<file path="config.mk">
export PLATFORM = sky130hd
export DESIGN_NAME = if_id_queue
export DESIGN_NICKNAME = d
export VERILOG_FILES = /design/src/rtl/if_id_queue_pkg.sv /design/src/rtl/if_id_queue_md_predecode.sv /design/src/rtl/if_id_queue.sv
export SDC_FILE = /design/constraint.sdc
export NUM_CORES = 1
export LEC_CHECK = 0
export ABC_AREA = 0
export CAP_MARGIN = 5
export CORE_MARGIN = 3
export CORE_UTILIZATION = 55
export DETAILED_ROUTE_END_ITERATION = 8
export GPL_ROUTABILITY_DRIVEN = 0
export PLACE_DENSITY_LB_ADDON = 0.1
export SYNTH_ARGS = -nofsm -noshare
export SYNTH_HDL_FRONTEND = slang
export SYNTH_SLANG_ARGS = --single-unit
</file>
<file path="constraint.sdc">
create_clock -name clk -period 3.7 [get_ports clk]
set_clock_uncertainty 0.2 [all_clocks]
set_input_delay 0.74 -clock clk [delete_from_list [all_inputs] [get_ports clk]]
set_output_delay 0.74 -clock clk [all_outputs]
set_load 0.01 [all_outputs]
</file>
<file path="src/rtl/if_id_queue_pkg.sv">
// if_id_queue_pkg: shared opcode/funct constants, exception codes and mult/div predecode helper.
package if_id_queue_pkg;
  localparam int ECW_DEFAULT = 5;
  localparam logic [5:0] OP_SPECIAL = 6'h00;
  localparam logic [5:0] FN_MFHI  = 6'h10;
  localparam logic [5:0] FN_MTHI  = 6'h11;
  localparam logic [5:0] FN_MFLO  = 6'h12;
  localparam logic [5:0] FN_MTLO  = 6'h13;
  localparam logic [5:0] FN_MULT  = 6'h18;
  localparam logic [5:0] FN_MULTU = 6'h19;
  localparam logic [5:0] FN_DIV   = 6'h1a;
  localparam logic [5:0] FN_DIVU  = 6'h1b;
  typedef enum logic [ECW_DEFAULT-1:0] {
    EXC_INT  = 5'd0,
    EXC_ADEL = 5'd4,
    EXC_RI   = 5'd10,
    EXC_OV   = 5'd12
  } exc_code_e;
  function automatic logic is_md_funct(input logic [5:0] f);
    return f inside {FN_MFHI, FN_MTHI, FN_MFLO, FN_MTLO, FN_MULT, FN_MULTU, FN_DIV, FN_DIVU};
  endfunction
endpackage

</file>
<file path="src/rtl/if_id_queue_md_predecode.sv">
// if_id_md_predecode: flags SPECIAL-opcode mult/div/hi/lo instructions for the mult/div unit.
module if_id_md_predecode
  import if_id_queue_pkg::*;
(
  input  logic [31:0] instr,
  output logic        md
);
  logic unused_bits;
  assign unused_bits = ^instr[25:6];
  assign md = (instr[31:26] == OP_SPECIAL) && is_md_funct(instr[5:0]);
endmodule

</file>
<file path="src/rtl/if_id_queue.sv">
// if_id_queue: DEPTH-entry IF/ID instruction FIFO; IF_ID_QUEUE_PREDECODE_EN stores a per-entry mult/div flag.
module if_id_queue
  import if_id_queue_pkg::*;
#(
  parameter int DEPTH = 4,
  parameter int DW    = 32,
  parameter int ECW   = ECW_DEFAULT
) (
  input  logic                       clk,
  input  logic                       reset,
  input  logic                       flush,
  input  logic                       in_valid,
  output logic                       in_ready,
  input  logic [DW-1:0]              in_pc,
  input  logic [DW-1:0]              in_instr,
  input  logic [ECW-1:0]             in_exccode,
  input  logic                       in_delay,
  output logic                       out_valid,
  input  logic                       out_ready,
  output logic [DW-1:0]              out_pc,
  output logic [DW-1:0]              out_instr,
  output logic [ECW-1:0]             out_exccode,
  output logic                       out_delay,
  output logic                       out_md,
  output logic [$clog2(DEPTH+1)-1:0] count
);
  localparam int AW = $clog2(DEPTH);
  localparam int CW = $clog2(DEPTH+1);
  logic [DW-1:0]  pc_mem    [DEPTH];
  logic [DW-1:0]  instr_mem [DEPTH];
  logic [ECW-1:0] exc_mem   [DEPTH];
  logic [DEPTH-1:0] delay_mem;
  logic [AW-1:0] rd_ptr, wr_ptr;
  logic push, pop;
  logic [DW-1:0] instr_s;
  assign in_ready  = count != CW'(DEPTH);
  assign out_valid = count != '0;
  assign push      = in_valid && in_ready;
  assign pop       = out_valid && out_ready;
  // faulting fetches enter decode as a nop so no side effects leak through
  assign instr_s   = (in_exccode != '0) ? '0 : in_instr;
  always_ff @(posedge clk) begin
    if (reset || flush) begin
      rd_ptr <= '0;
      wr_ptr <= '0;
      count  <= '0;
    end else begin
      if (push) wr_ptr <= wr_ptr + AW'(1);
      if (pop) rd_ptr <= rd_ptr + AW'(1);
      count <= count + CW'(push) - CW'(pop);
    end
  end
  always_ff @(posedge clk) begin
    if (push) begin
      pc_mem[wr_ptr]    <= in_pc;
      instr_mem[wr_ptr] <= instr_s;
      exc_mem[wr_ptr]   <= in_exccode;
      delay_mem[wr_ptr] <= in_delay;
    end
  end
  assign out_pc      = out_valid ? pc_mem[rd_ptr] : '0;
  assign out_instr   = out_valid ? instr_mem[rd_ptr] : '0;
  assign out_exccode = out_valid ? exc_mem[rd_ptr] : '0;
  assign out_delay   = out_valid && delay_mem[rd_ptr];
`ifdef IF_ID_QUEUE_PREDECODE_EN
  logic md_in;
  logic [DEPTH-1:0] md_mem;
  if_id_md_predecode u_md_predecode (
    .instr(instr_s[31:0]),
    .md   (md_in)
  );
  always_ff @(posedge clk) begin
    if (push) md_mem[wr_ptr] <= md_in;
  end
  assign out_md = out_valid && md_mem[rd_ptr];
`else
  assign out_md = 1'b0;
`endif
endmodule

</file>
# == Word level (Yosys, flattened, before mapping) ==
# Memories as Yosys holds them, arrays and structs flattened. A register that Yosys moved wholly into a read port is not among the register bits.
# Index checks and enable logic that the tools add are counted.
# totals
ram_bits,276
out_inout_bits,76
regBits,11
elab_cells,39
mem_count,3
# mem_list
memory,depth,width,rd,rd_ports_with_merged_regs,wr,line_no,text
instr_mem,4,32,1,1,1,if_id_queue.sv:30,logic [DW-1:0] instr_mem [DEPTH];
pc_mem,4,32,1,1,1,if_id_queue.sv:29,logic [DW-1:0] pc_mem [DEPTH];
exc_mem,4,5,1,1,1,if_id_queue.sv:31,logic [ECW-1:0] exc_mem [DEPTH];
# classes
n_reduce_logical,7
n_eq_ne,1
magnitude_cmp,3
muxes,17
n_addsub,4
# op_table
cell,count
two-way mux 32 bit,3
two-way mux 2 bit,6
< comparator 2 x 3 -> 1 bit (second input constant),2
two-way mux 5 bit,1
nonzero test 5 bit,1
adder 2 x 1 -> 2 bit (second input constant),2
bitwise mux 4 bit,1
logical AND 1 bit,4
two-way mux 1 bit,4
adder 3 x 1 -> 3 bit,1
inequality test 3 bit (second input constant),1
nonzero test 3 bit,1
subtractor 3 x 1 -> 3 bit,1
binary-select mux 1 bit (select 2 bit),1
demux 1 bit (select 2 bit),1
>= comparator 2 x 1 -> 1 bit (second input constant),1
logical OR 1 bit,1

# == Logic depth before layout (Yosys ltp) ==
# Gate-level depths: netlist of run 1.
# depth
word_depth,5
depth_mapped,10

# == Worst setup path before layout of run 1 ==
# Ideal clock, no wire load.
# synth_timing
kind,flip-flop to flip-flop
startpoint,register count[1]
endpoint,"register delay_mem[0], enable pin"
path_slack_ns,0.546
arrival_time_ns,2.518
synth_period_minus_slack_ns,3.154
path_stages_with_launch,4
required_time_ns,3.064
setup_time_ns,0.436
cell_sequence,dfxtp_1 or3b_2 clkbuf_1 and3_1
# synth_via
elab_chain_cells,2
# synth_lines
element,line_no,text
from (decl),if_id_queue.sv:25,output logic [$clog2(DEPTH+1)-1:0] count
from (signal assigned),if_id_queue.sv:50,count <= count + CW'(push) - CW'(pop);
inequality test 3 bit,if_id_queue.sv:36,assign in_ready = count != CW'(DEPTH);
net in_ready,if_id_queue.sv:13,"output logic in_ready,"
logical AND 1 bit,if_id_queue.sv:38,assign push = in_valid && in_ready;
"to (signal, indexed assignment)",if_id_queue.sv:58,delay_mem[wr_ptr] <= in_delay;
to (decl),if_id_queue.sv:32,logic [DEPTH-1:0] delay_mem;
# The timed path passes the listed nets, and every way through them passes these cells.
# A chain may end at the register's enable or synchronous reset.

==> results of run 1 <==
[tightest hold or removal path: stages (launching register included)]
cell and delay (ns):
sky130_fd_sc_hd__dfxtp_1 0.34, sky130_fd_sc_hd__nand2_1 0.06, sky130_fd_sc_hd__mux2i_1 0.06
[cell usage in the layout, fill, tap and decap left out, types with 2 or more instances in the layout]
master,count
sky130_fd_sc_hd__and2_1,105
sky130_fd_sc_hd__and3_4,4
sky130_fd_sc_hd__buf_12,9
sky130_fd_sc_hd__buf_4,6
sky130_fd_sc_hd__clkbuf_1,6
sky130_fd_sc_hd__clkbuf_16,29
sky130_fd_sc_hd__clkdlybuf4s50_1,149
sky130_fd_sc_hd__clkinv_1,10
sky130_fd_sc_hd__clkinv_2,2
sky130_fd_sc_hd__dfxtp_1,7
sky130_fd_sc_hd__dfxtp_4,2
sky130_fd_sc_hd__edfxtp_1,280
sky130_fd_sc_hd__ha_1,6
sky130_fd_sc_hd__inv_1,5
sky130_fd_sc_hd__mux2i_1,4
sky130_fd_sc_hd__mux4_2,70
sky130_fd_sc_hd__nand2_1,6
sky130_fd_sc_hd__nor3_1,2
sky130_fd_sc_hd__xnor2_1,2
[cell families (layout without fill, tap and decap cells)]
| logic type | Yosys count | in the layout | synth area share [%] |
|---|---|---|---|
| XOR/XNOR | 3 | 3 | 0.233 |
| other | 1 | 2 | 0.0332 |
| AO/OA/AOI/OAI | 1 | 1 | 0.0777 |
| buffers and inverters | 35 | 217 | 1.70 |
| AND/OR/NAND/NOR | 123 | 123 | 6.65 |
| adder cells (fa/ha/maj) | 7 | 7 | 0.843 |
| flip-flops | 289 | 289 | 76.1 |
| multiplexers | 74 | 74 | 14.3 |
[registers in the layout, indices dropped and copies added (netlist names), named ones only]
name,cells
count,3
rd_ptr,2
instr_mem,128
exc_mem,20
delay_mem,4
wr_ptr,2
pc_mem,128
[metrics by stage]
step	hold slack, ns	cell area (sq um)	std cells
after floorplan	0.271	11300	533
after global placement	0.283	13200	932
after detailed placement	0.307	13200	932
after CTS	0.315	14000	980
after global routing	0.335	14000	981
final	0.314	14000	981
[layout make-up]
class,count,area [sq um]
Multi-Input combinational cell,209,2520
Timing Repair Buffer,164,1720
Clock inverter,13,77.6
Clock buffer,35,748
Sequential cell,289,8600
Antenna cell,1,2.50
Tap cell,265,332
Fill cell,1254,5770
Inverter,5,18.8
[per-layer routing]
layer / vias up / GRT usage, % / share of wire, %
li1: 2459 / - / -
met1: 2845 / 27.4 / 42
met2: 160 / 33.6 / 51
met3: 25 / 3.56 / 5.1
met4: 2 / 4.21 / 1.7
met5: - / 0 / 0.033
[power by group through the flow]
| stage | clock network (mW) | logic [mW] | registers (mW) |
|---|---|---|---|
| final | 2.56 | 0.608 | 3.69 |
| after global routing | 2.75 | 0.655 | 3.70 |
| after CTS | 2.61 | 0.621 | 3.70 |
| after detailed placement | 0 | 0.618 | 3.76 |
| after global placement | 0 | 0.610 | 3.76 |
| after floorplan | 0 | 0.283 | 3.76 |
[worst max-delay path by stage]
stage | slack [ns] | cells past startpoint | to
6_report | 0.18 | 4 | out_instr[6]
4_1_cts | 0.13 | 4 | out_instr[6]
2_1_floorplan | 0.55 | 3 | delay_mem[0]
5_1_grt | 0.06 | 4 | out_pc[24]
3_3_place_gp | 0.70 | 4 | out_instr[3]
3_5_place_dp | 0.69 | 4 | out_pc[24]
==> metrics list, run 1 <==
* Outcome: finished, final reports clean
- Setup slack of the worst register-to-register path: 0.77 ns
* Vias after detailed routing: 5,491
- The first routing iteration left 343 violations.
- Family of cells with the greatest summed delay on the critical path: buffers and inverters
* Wire per inst: 21.8 um
- Global-route wire length before repair: about 34,000 um
* Height of the die: 149 um
- From synthesis to final layout, the design area changed by 24.2%.
- Number of clock sinks: 289
* Cell variety after synth: 25
- Syn. warnings: 0
- Clock latency reported for the late side of the worst-skew pair: 0.52 ns
* Netlist Area Pre-Place: 11,300 sq um
- Entering global routing, the biggest net connects 73 pins.
- Crit path arrival time: between 2 and 3 ns
- Post-DR vias/cell: 5.60
- Slowest stage cell on the critical path: sky130_fd_sc_hd__dfxtp_4
- Max-capacitance violation count: 0
- Count of pins on the block boundary: 151
- Clock tree from TritonCTS: built
- In this run, the clock network consumes between 30% and 40% of the power.
- Fraction of registers with async set/reset: 0%
- The worst setup path is launched from a register.
- Traced cell by cell, the critical path runs through buf_12 > mux4_2 > and2_1 > clkdlybuf4s50_1.
- Counting every net in the synthesized netlist gives 615.
- The path class of the tightest hold or removal check is register to register.
- Max transition margin: 57.5%
- For the pin with the worst max-slew slack, the measured transition is 0.638 ns.
- For this run, design rule violations remaining after detail routing come to 0.
- Yosys mapped a number of flops with a built-in enable equal to 280.
- Post-CTS timing repair inserted 0 buffers for setup.
- Area share of the largest cell type after synthesis: 74.5%
* Net switching share of the total power: 20.0%
- Measured along the x axis, the die boundary spans 149 um.
- The number of antenna violations at the first check in global routing came to 2.
- The core region is 19,800 sq um.
- The die covers 22,300 sq um.
- Number of global-route vias before repair: just over 6,000
- Post-cts gate resize count: 0
* Number of H-tree levels: 1
- IR analysis of the VDD net gives a maximum drop of 0.000620 V.
- For this run, the slowest stage of the critical path takes 0.57 ns.
- Critical setup path kind: register to output port
- STA classifies the critical path endpoint as an output port.
- GRT Util Overall: 19.8%
- Final worst setup slack: approximately 0.18 ns
- Data on the critical path is required at its endpoint by 2.76 ns.
* Hold Vio Cnt, Final: 0
* Final Critical Period: 3.52 ns
- Most used flip-flop cell after synthesis: sky130_fd_sc_hd__edfxtp_1
* Count of nets after finishing: 779
- Initial standard-cell utilization of the core: 57.0%
* Cell count of the worst reg-to-reg path: 9
- Total length of routed wires: around 21,000 um
- Power per cell area: 490 nW/um^2
- Clock tree synthesis inserted a total of 28 buffers.
- Static timing analysis puts the maximum clock frequency at roughly 280 MHz.
- Critical path buffer and inverter count: 2
* Maximum root-to-sink buffer count: 3
- Buffers placed on the I/O ports in this run total 149.
* Most numerous cell in the Yosys netlist: sky130_fd_sc_hd__edfxtp_1
- Unrepaired setup endpoints after global routing: false
- Summed over all failing endpoints, the final setup total negative slack is 0 ns.
- In this run the remaining antenna-violating nets after routing total 0.
- Number of setup violations in the final report: 0
* Net switching power: about 1.4 mW
- P_int: 5.49 mW
- Total Power Consumption: between 6 and 7 mW
- In this run the critical register-to-register path is launched from count[1].
- The tree is rooted in a sky130_fd_sc_hd__clkbuf_16.
- Global routing finished with a remaining overflow of 0.
* Area contributors post-synth: sky130_fd_sc_hd__edfxtp_1, sky130_fd_sc_hd__mux4_2, sky130_fd_sc_hd__and2_1
- CTS clock-pin slew for the worst setup and hold paths: 0.06 ns
- In this run the critical register-to-register path is captured at count[2].
* Fraction of the cycle the final worst path needs: 95.1%
- Registers are responsible for 53.8% of the overall power.
- Total iterations of the first detailed-routing run: 5
* Synthesized instance count: 533
- HPWL Detailed: ~13,000 um
- Post-cts hold buffer count: 0
* FF+latch count, synth: 289
- Leakage: 4.70 nW
* Sequential cell area fraction in the yosys report: 76.1%
- The floorplan has 51 rows.
* Yosys top cell by area: sky130_fd_sc_hd__edfxtp_1
* Avg Synthesized Cell Area: ~21 sq um
- The worst hold path begins at wr_ptr[1].
- Fraction of final layout cells with drive strength greater than 1: between 10% and 20%
* Largest fanout on the critical path: 19
- Sorting the synthesized cells by how often they occur yields sky130_fd_sc_hd__edfxtp_1, sky130_fd_sc_hd__and2_1, sky130_fd_sc_hd__mux4_2, sky130_fd_sc_hd__clkbuf_1, sky130_fd_sc_hd__buf_2.
- Combinational share of power: 8.9%
- The final-report max-slew violation count is 0.
- Counting instances, the worst hold path has a depth of 2.
* Placement Setup Slack: ~0.69 ns
- Once layout is complete, the utilization of the core stands at 70.9%.
* Min-Delay Endpoint: wr_ptr[1]
Note: power is estimated with default switching activity, not from simulation.
==> inputs of run 2 (changes only) <==
Settings changed: SYNTH_HIERARCHICAL set to 1.
==> results of run 2 <==
Same layout as run 1: the final DEF is identical, and so are final timing and power.
Main changes from that run: Yosys warning count 0 -> 6
==> inputs of run 3 (changes only) <==
Settings changed: CORE_UTILIZATION 55 to 49.
Clock period 3.7 ns to 2.9 ns, I/O delays scaled along.
==> run 3 against run 2 <==
  * The flow now finishes with violations (negative setup slack)
  * Worst setup slack lost 0.25 ns
  * Synthesized area is the same
  * Power grew 38%
  * Combinational power grew 38%
  * Largest power group unchanged
==> metrics list, run 3 <==
- Wire length on met1: 9590 um (was 8910 um)
- The boundary pin count is 151 (unchanged).
- Number of global-route vias before repair: 6,146 (was 6,033)
- Clock tree from TritonCTS: built (unchanged)
* Fraction of the cycle the final worst path needs: 102%
- Critical Path Max Stage Delay: 0.48 ns (was 0.57 ns)
- Post-Route Hold Slack: 0.306 ns (was 0.314 ns)
* Final Critical Period: 2.97 ns
- Residual overflow from global routing: 0 (unchanged)
- Share of total power in sequential cells: 49.6% (was 53.8%)
- The count of nets left with antenna violations after detail routing was 0 (unchanged).
* Fraction of final layout cells with drive strength greater than 1: 36.1% (was 17.6%)
- The cell taking the most area after synthesis is sky130_fd_sc_hd__edfxtp_1 (unchanged).
* Wire per inst: 21.9 um (was 21.8 um)
- The worst vdd rail ir drop came to 0.000519 V (was 0.000620 V).
- Sequential standard cell area: 8600 sq um (about the same)
- The areal power density over the cells came to 649 nW/um^2 (was 490 nW/um^2).
- The number of DRC violations after detailed-routing iteration 0 was 316 (was 343).
- Max Clk Rate: 337 MHz
* Core Area: 22,200 sq um (was 19,800 sq um)
* Combinational share of power: 8.9% (about the same)
- The flop and latch count out of synthesis is 289 (unchanged).
* Total length of routed wires: 22,700 um (was 21,400 um)
* Vias after detailed routing: 5,625 (was 5,491)
- The critical register-to-register path endpoint is count[2] (unchanged).
- The number of enable-type register cells in the synthesized netlist is 280 (unchanged).
- Syn nets: 615 (unchanged)
- The critical path class is register to output port (unchanged).
- Syn. warnings: 6 (unchanged)
- The number of antenna violations at the first check in global routing came to 1 (was 2).
* Number of H-tree levels: 1 (unchanged)
* Endpoint class of the critical path: output port (unchanged)
* Outcome: finished, violations left (was finished, final reports clean)
* Crit path arrival time: 2.19 ns (was 2.58 ns)
- The pin count of the biggest net entering global routing is 71 (was 73).
- The area occupied by multi-input gates is 2600 sq um (was 2520 sq um).
* Antenna diode count: 0 (was 1)
- The net switching power figure came to 1.90 mW (was 1.37 mW).
* Initial standard-cell utilization of the core: 50.7% (was 57.0%)
- Most common cell after layout, fill and taps aside: sky130_fd_sc_hd__edfxtp_1 (unchanged)
- Number of cells traversed by the worst hold path: 2 (unchanged)
* Hold path start: wr_ptr[1] (unchanged)
- Cell count of the worst reg-to-reg path: 8 (was 9)
- The highest routing layer actually used is met5 (unchanged).
* Amount of wire on met2 after detailed routing: 11,500 um (was 11,000 um)
- Area share of the largest cell type after synthesis: 74.5% (unchanged)
* Total iterations of the first detailed-routing run: 5 (unchanged)
- Cell row count: 54 (was 51)
- Max-capacitance violation count: 0 (unchanged)
- The quantity of I/O buffers inserted on ports came to 149 (unchanged).
- Syn-to-layout area delta: 29.7% (was 24.2%)
- The proportion of synthesized chip area in sequential cells came to 76.1% (unchanged).
- Most used flip-flop cell after synthesis: sky130_fd_sc_hd__edfxtp_1 (unchanged)
- End-of-flow core utilization: 65.8% (was 70.9%)
- The number of nets in the finished design was 814 (was 779).
* Most used cells in the layout excluding fill and tap cells: sky130_fd_sc_hd__edfxtp_1, sky130_fd_sc_hd__clkdlybuf4s50_1, sky130_fd_sc_hd__and2_1, sky130_fd_sc_hd__mux4_2, sky130_fd_sc_hd__buf_2 (was sky130_fd_sc_hd__edfxtp_1, sky130_fd_sc_hd__clkdlybuf4s50_1, sky130_fd_sc_hd__and2_1, sky130_fd_sc_hd__mux4_2, sky130_fd_sc_hd__clkbuf_16)
* Area enclosed by the die boundary: 24,900 sq um (was 22,300 sq um)
* Critical Path RT: 2.12 ns (was 2.76 ns)
- The part of the total power dissipated in the clock network was 41.5% (was 37.3%).
- The number of distinct standard cells referenced by the synthesized netlist came to 25 (unchanged).
* Final Max Tran Viols: 0 (unchanged)
* Floorplan die width: 158 um (was 149 um)
* Height of the die: 158 um (was 149 um)
* Remaining routing DRC violations: 0 (unchanged)
* Min-Delay Endpoint: wr_ptr[1] (unchanged)
* Post-DR vias/cell: 5.44 (was 5.60)
* Number of clock buffers inserted by TritonCTS: 29 (was 28)
* CP Launch Type: register (unchanged)
- The post-route total power came to 9.50 mW (was 6.86 mW).
- The mapped cell area is 11,300 sq um (unchanged).
- Fraction of registers with async set/reset: 0% (unchanged)
* Number of clock sinks: 289 (unchanged)
- The number of buffers inserted for hold repair after clock tree synthesis came to 0 (unchanged).
- The average footprint of a synthesized cell was 21.2 sq um (unchanged).
- The cell count after synthesis is 533 (unchanged).
* Largest fanout on the critical path: 5 (was 19)
- Top post-synthesis cells by count: sky130_fd_sc_hd__edfxtp_1, sky130_fd_sc_hd__and2_1, sky130_fd_sc_hd__mux4_2, sky130_fd_sc_hd__clkbuf_1, sky130_fd_sc_hd__buf_2 (unchanged)
* Unrepaired setup endpoints after global routing: true (was false)
- Critical path buffer and inverter count: 5 (was 2)
- The fraction of power spent switching nets is 20.0% (about the same).
- The startpoint of the lowest-slack register-to-register path is count[2] (was count[1]).
- The aggregate negative setup slack is -0.0709 ns (was 0 ns).
- The worst path setup slack after routing is -0.0661 ns (was 0.182 ns).
* Area contributors post-synth: sky130_fd_sc_hd__edfxtp_1, sky130_fd_sc_hd__mux4_2, sky130_fd_sc_hd__and2_1 (unchanged)
* Hold Vio Cnt, Final: 0 (unchanged)
* Placement Setup Slack: 0.129 ns (was 0.693 ns)
* Hold WC Path Type: register to register (unchanged)
- CTS clock-pin slew for the worst setup and hold paths: 0.06 ns (about the same)
* Cell-by-cell listing of the critical path: buf_12 > buf_16 > buf_12 > buf_6 > mux4_2 > and2_4 > buf_6 (was buf_12 > mux4_2 > and2_1 > clkdlybuf4s50_1)
* Family of cells with the greatest summed delay on the critical path: buffers and inverters (unchanged)
* Clock root cell: sky130_fd_sc_hd__clkbuf_16 (unchanged)
* Violated checks: negative setup slack
- HPWL Detailed: 12,900 um (about the same)
* Setup slack of the worst register-to-register path: 0.46 ns (was 0.77 ns)
- Clock latency reported for the late side of the worst-skew pair: 0.53 ns (was 0.52 ns)
* P_int: 7.60 mW (was 5.49 mW)
* Most numerous cell in the Yosys netlist: sky130_fd_sc_hd__edfxtp_1 (unchanged)
* Filler cell count: 1,543 (was 1,254)
- The wire length of the first global-routing pass was 35,000 um (was 33,700 um).
* GRT Util Overall: 18.5% (was 19.8%)
- The cell at the slowest stage of the critical path is sky130_fd_sc_hd__mux4_2 (was sky130_fd_sc_hd__dfxtp_4).
- Largest registers: instr_mem x128, pc_mem x128, exc_mem x20 (unchanged)
- Maximum root-to-sink buffer count: 3 (unchanged)
- Leakage: 5.23 nW (was 4.70 nW)
- The final setup violation count was 2 (was 0).
- Met3 wire length: 1200 um (was 1100 um)
run 3: cell types whose count changed in the layout (fill, tap and decap cells not counted), moves of 8 or more:
cell,change
sky130_fd_sc_hd__clkbuf_2,+17
sky130_fd_sc_hd__buf_6,+28
sky130_fd_sc_hd__buf_2,+32
sky130_fd_sc_hd__clkdlybuf4s50_1,-70
sky130_fd_sc_hd__and2_1,-30
sky130_fd_sc_hd__buf_12,+8
sky130_fd_sc_hd__and2_4,+30
run 3: worst max path at each step:
stage	start	endpoint	slack, ns	cells past startpoint
3_3_place_gp	register	out_instr[18]	0.15	4
2_1_floorplan	count[2]	count[2]	0.41	10
6_report	register	out_instr[18]	-0.07	7
5_1_grt	register	out_instr[18]	-0.12	7
3_5_place_dp	register	out_pc[26]	0.13	4
4_1_cts	register	out_instr[21]	-0.09	7
run 3: metrics by stage:
stage	cell area, sq um	cells
after floorplan	11300	533
after global placement	13300	951
after detailed placement	13300	951
after CTS	14700	1031
after global routing	14600	1034
final	14600	1034
run 3: repair_timing:
item / in CTS / in global routing
endpoints found under the hold margin: 0 / 0
resized for setup: 275 / 66
pin swaps: 3 / 1
gates cloned: 3 / 0
setup endpoints to repair: 71 / 57
setup buffers: 24 / 4
run 3: power groups by stage:
| stage | logic, mW | registers (mW) | clock network, mW |
|---|---|---|---|
| 6_report | 0.841 | 4.71 | 3.94 |
| 5_1_grt | 0.904 | 4.72 | 4.20 |
| 4_1_cts | 0.842 | 4.71 | 4.02 |
| 3_5_place_dp | 0.807 | 4.80 | 0 |
| 3_3_place_gp | 0.798 | 4.79 | 0 |
| 2_1_floorplan | 0.362 | 4.79 | 0 |
run 3: logic make-up (layout without fill, tap and decap cells):
group | after synthesis | after routing | share of synthesized area (%)
adder cells (fa/ha/maj) | 7 | 7 | 0.843
other | 1 | 1 | 0.0332
AND/OR/NAND/NOR | 123 | 123 | 6.65
flip-flops | 289 | 289 | 76.1
AO/OA/AOI/OAI | 1 | 1 | 0.0777
multiplexers | 74 | 74 | 14.3
XOR/XNOR | 3 | 3 | 0.233
buffers and inverters | 35 | 256 | 1.70
run 3: tightest hold or removal path: cells and delay by family (launching register included):
kind / cells / cell delay (ns)
mux: 1 / 0.06
flops: 1 / 0.34
simple gates: 1 / 0.06
run 3: routing by layer:
layer,global-route usage [%],vias up
met5,0,-
met4,4.59,2
met3,3.12,32
met2,31.4,162
met1,25.5,2909
li1,-,2520
run 3: area by class of cell:
class	count	share of cell area, %
Multi-Input combinational cell	209	17.8
Tap cell	280	2.40
Clock inverter	20	1.95
Timing Repair Buffer	198	13.9
Inverter	5	0.128
Sequential cell	289	58.8
Clock buffer	33	5.06
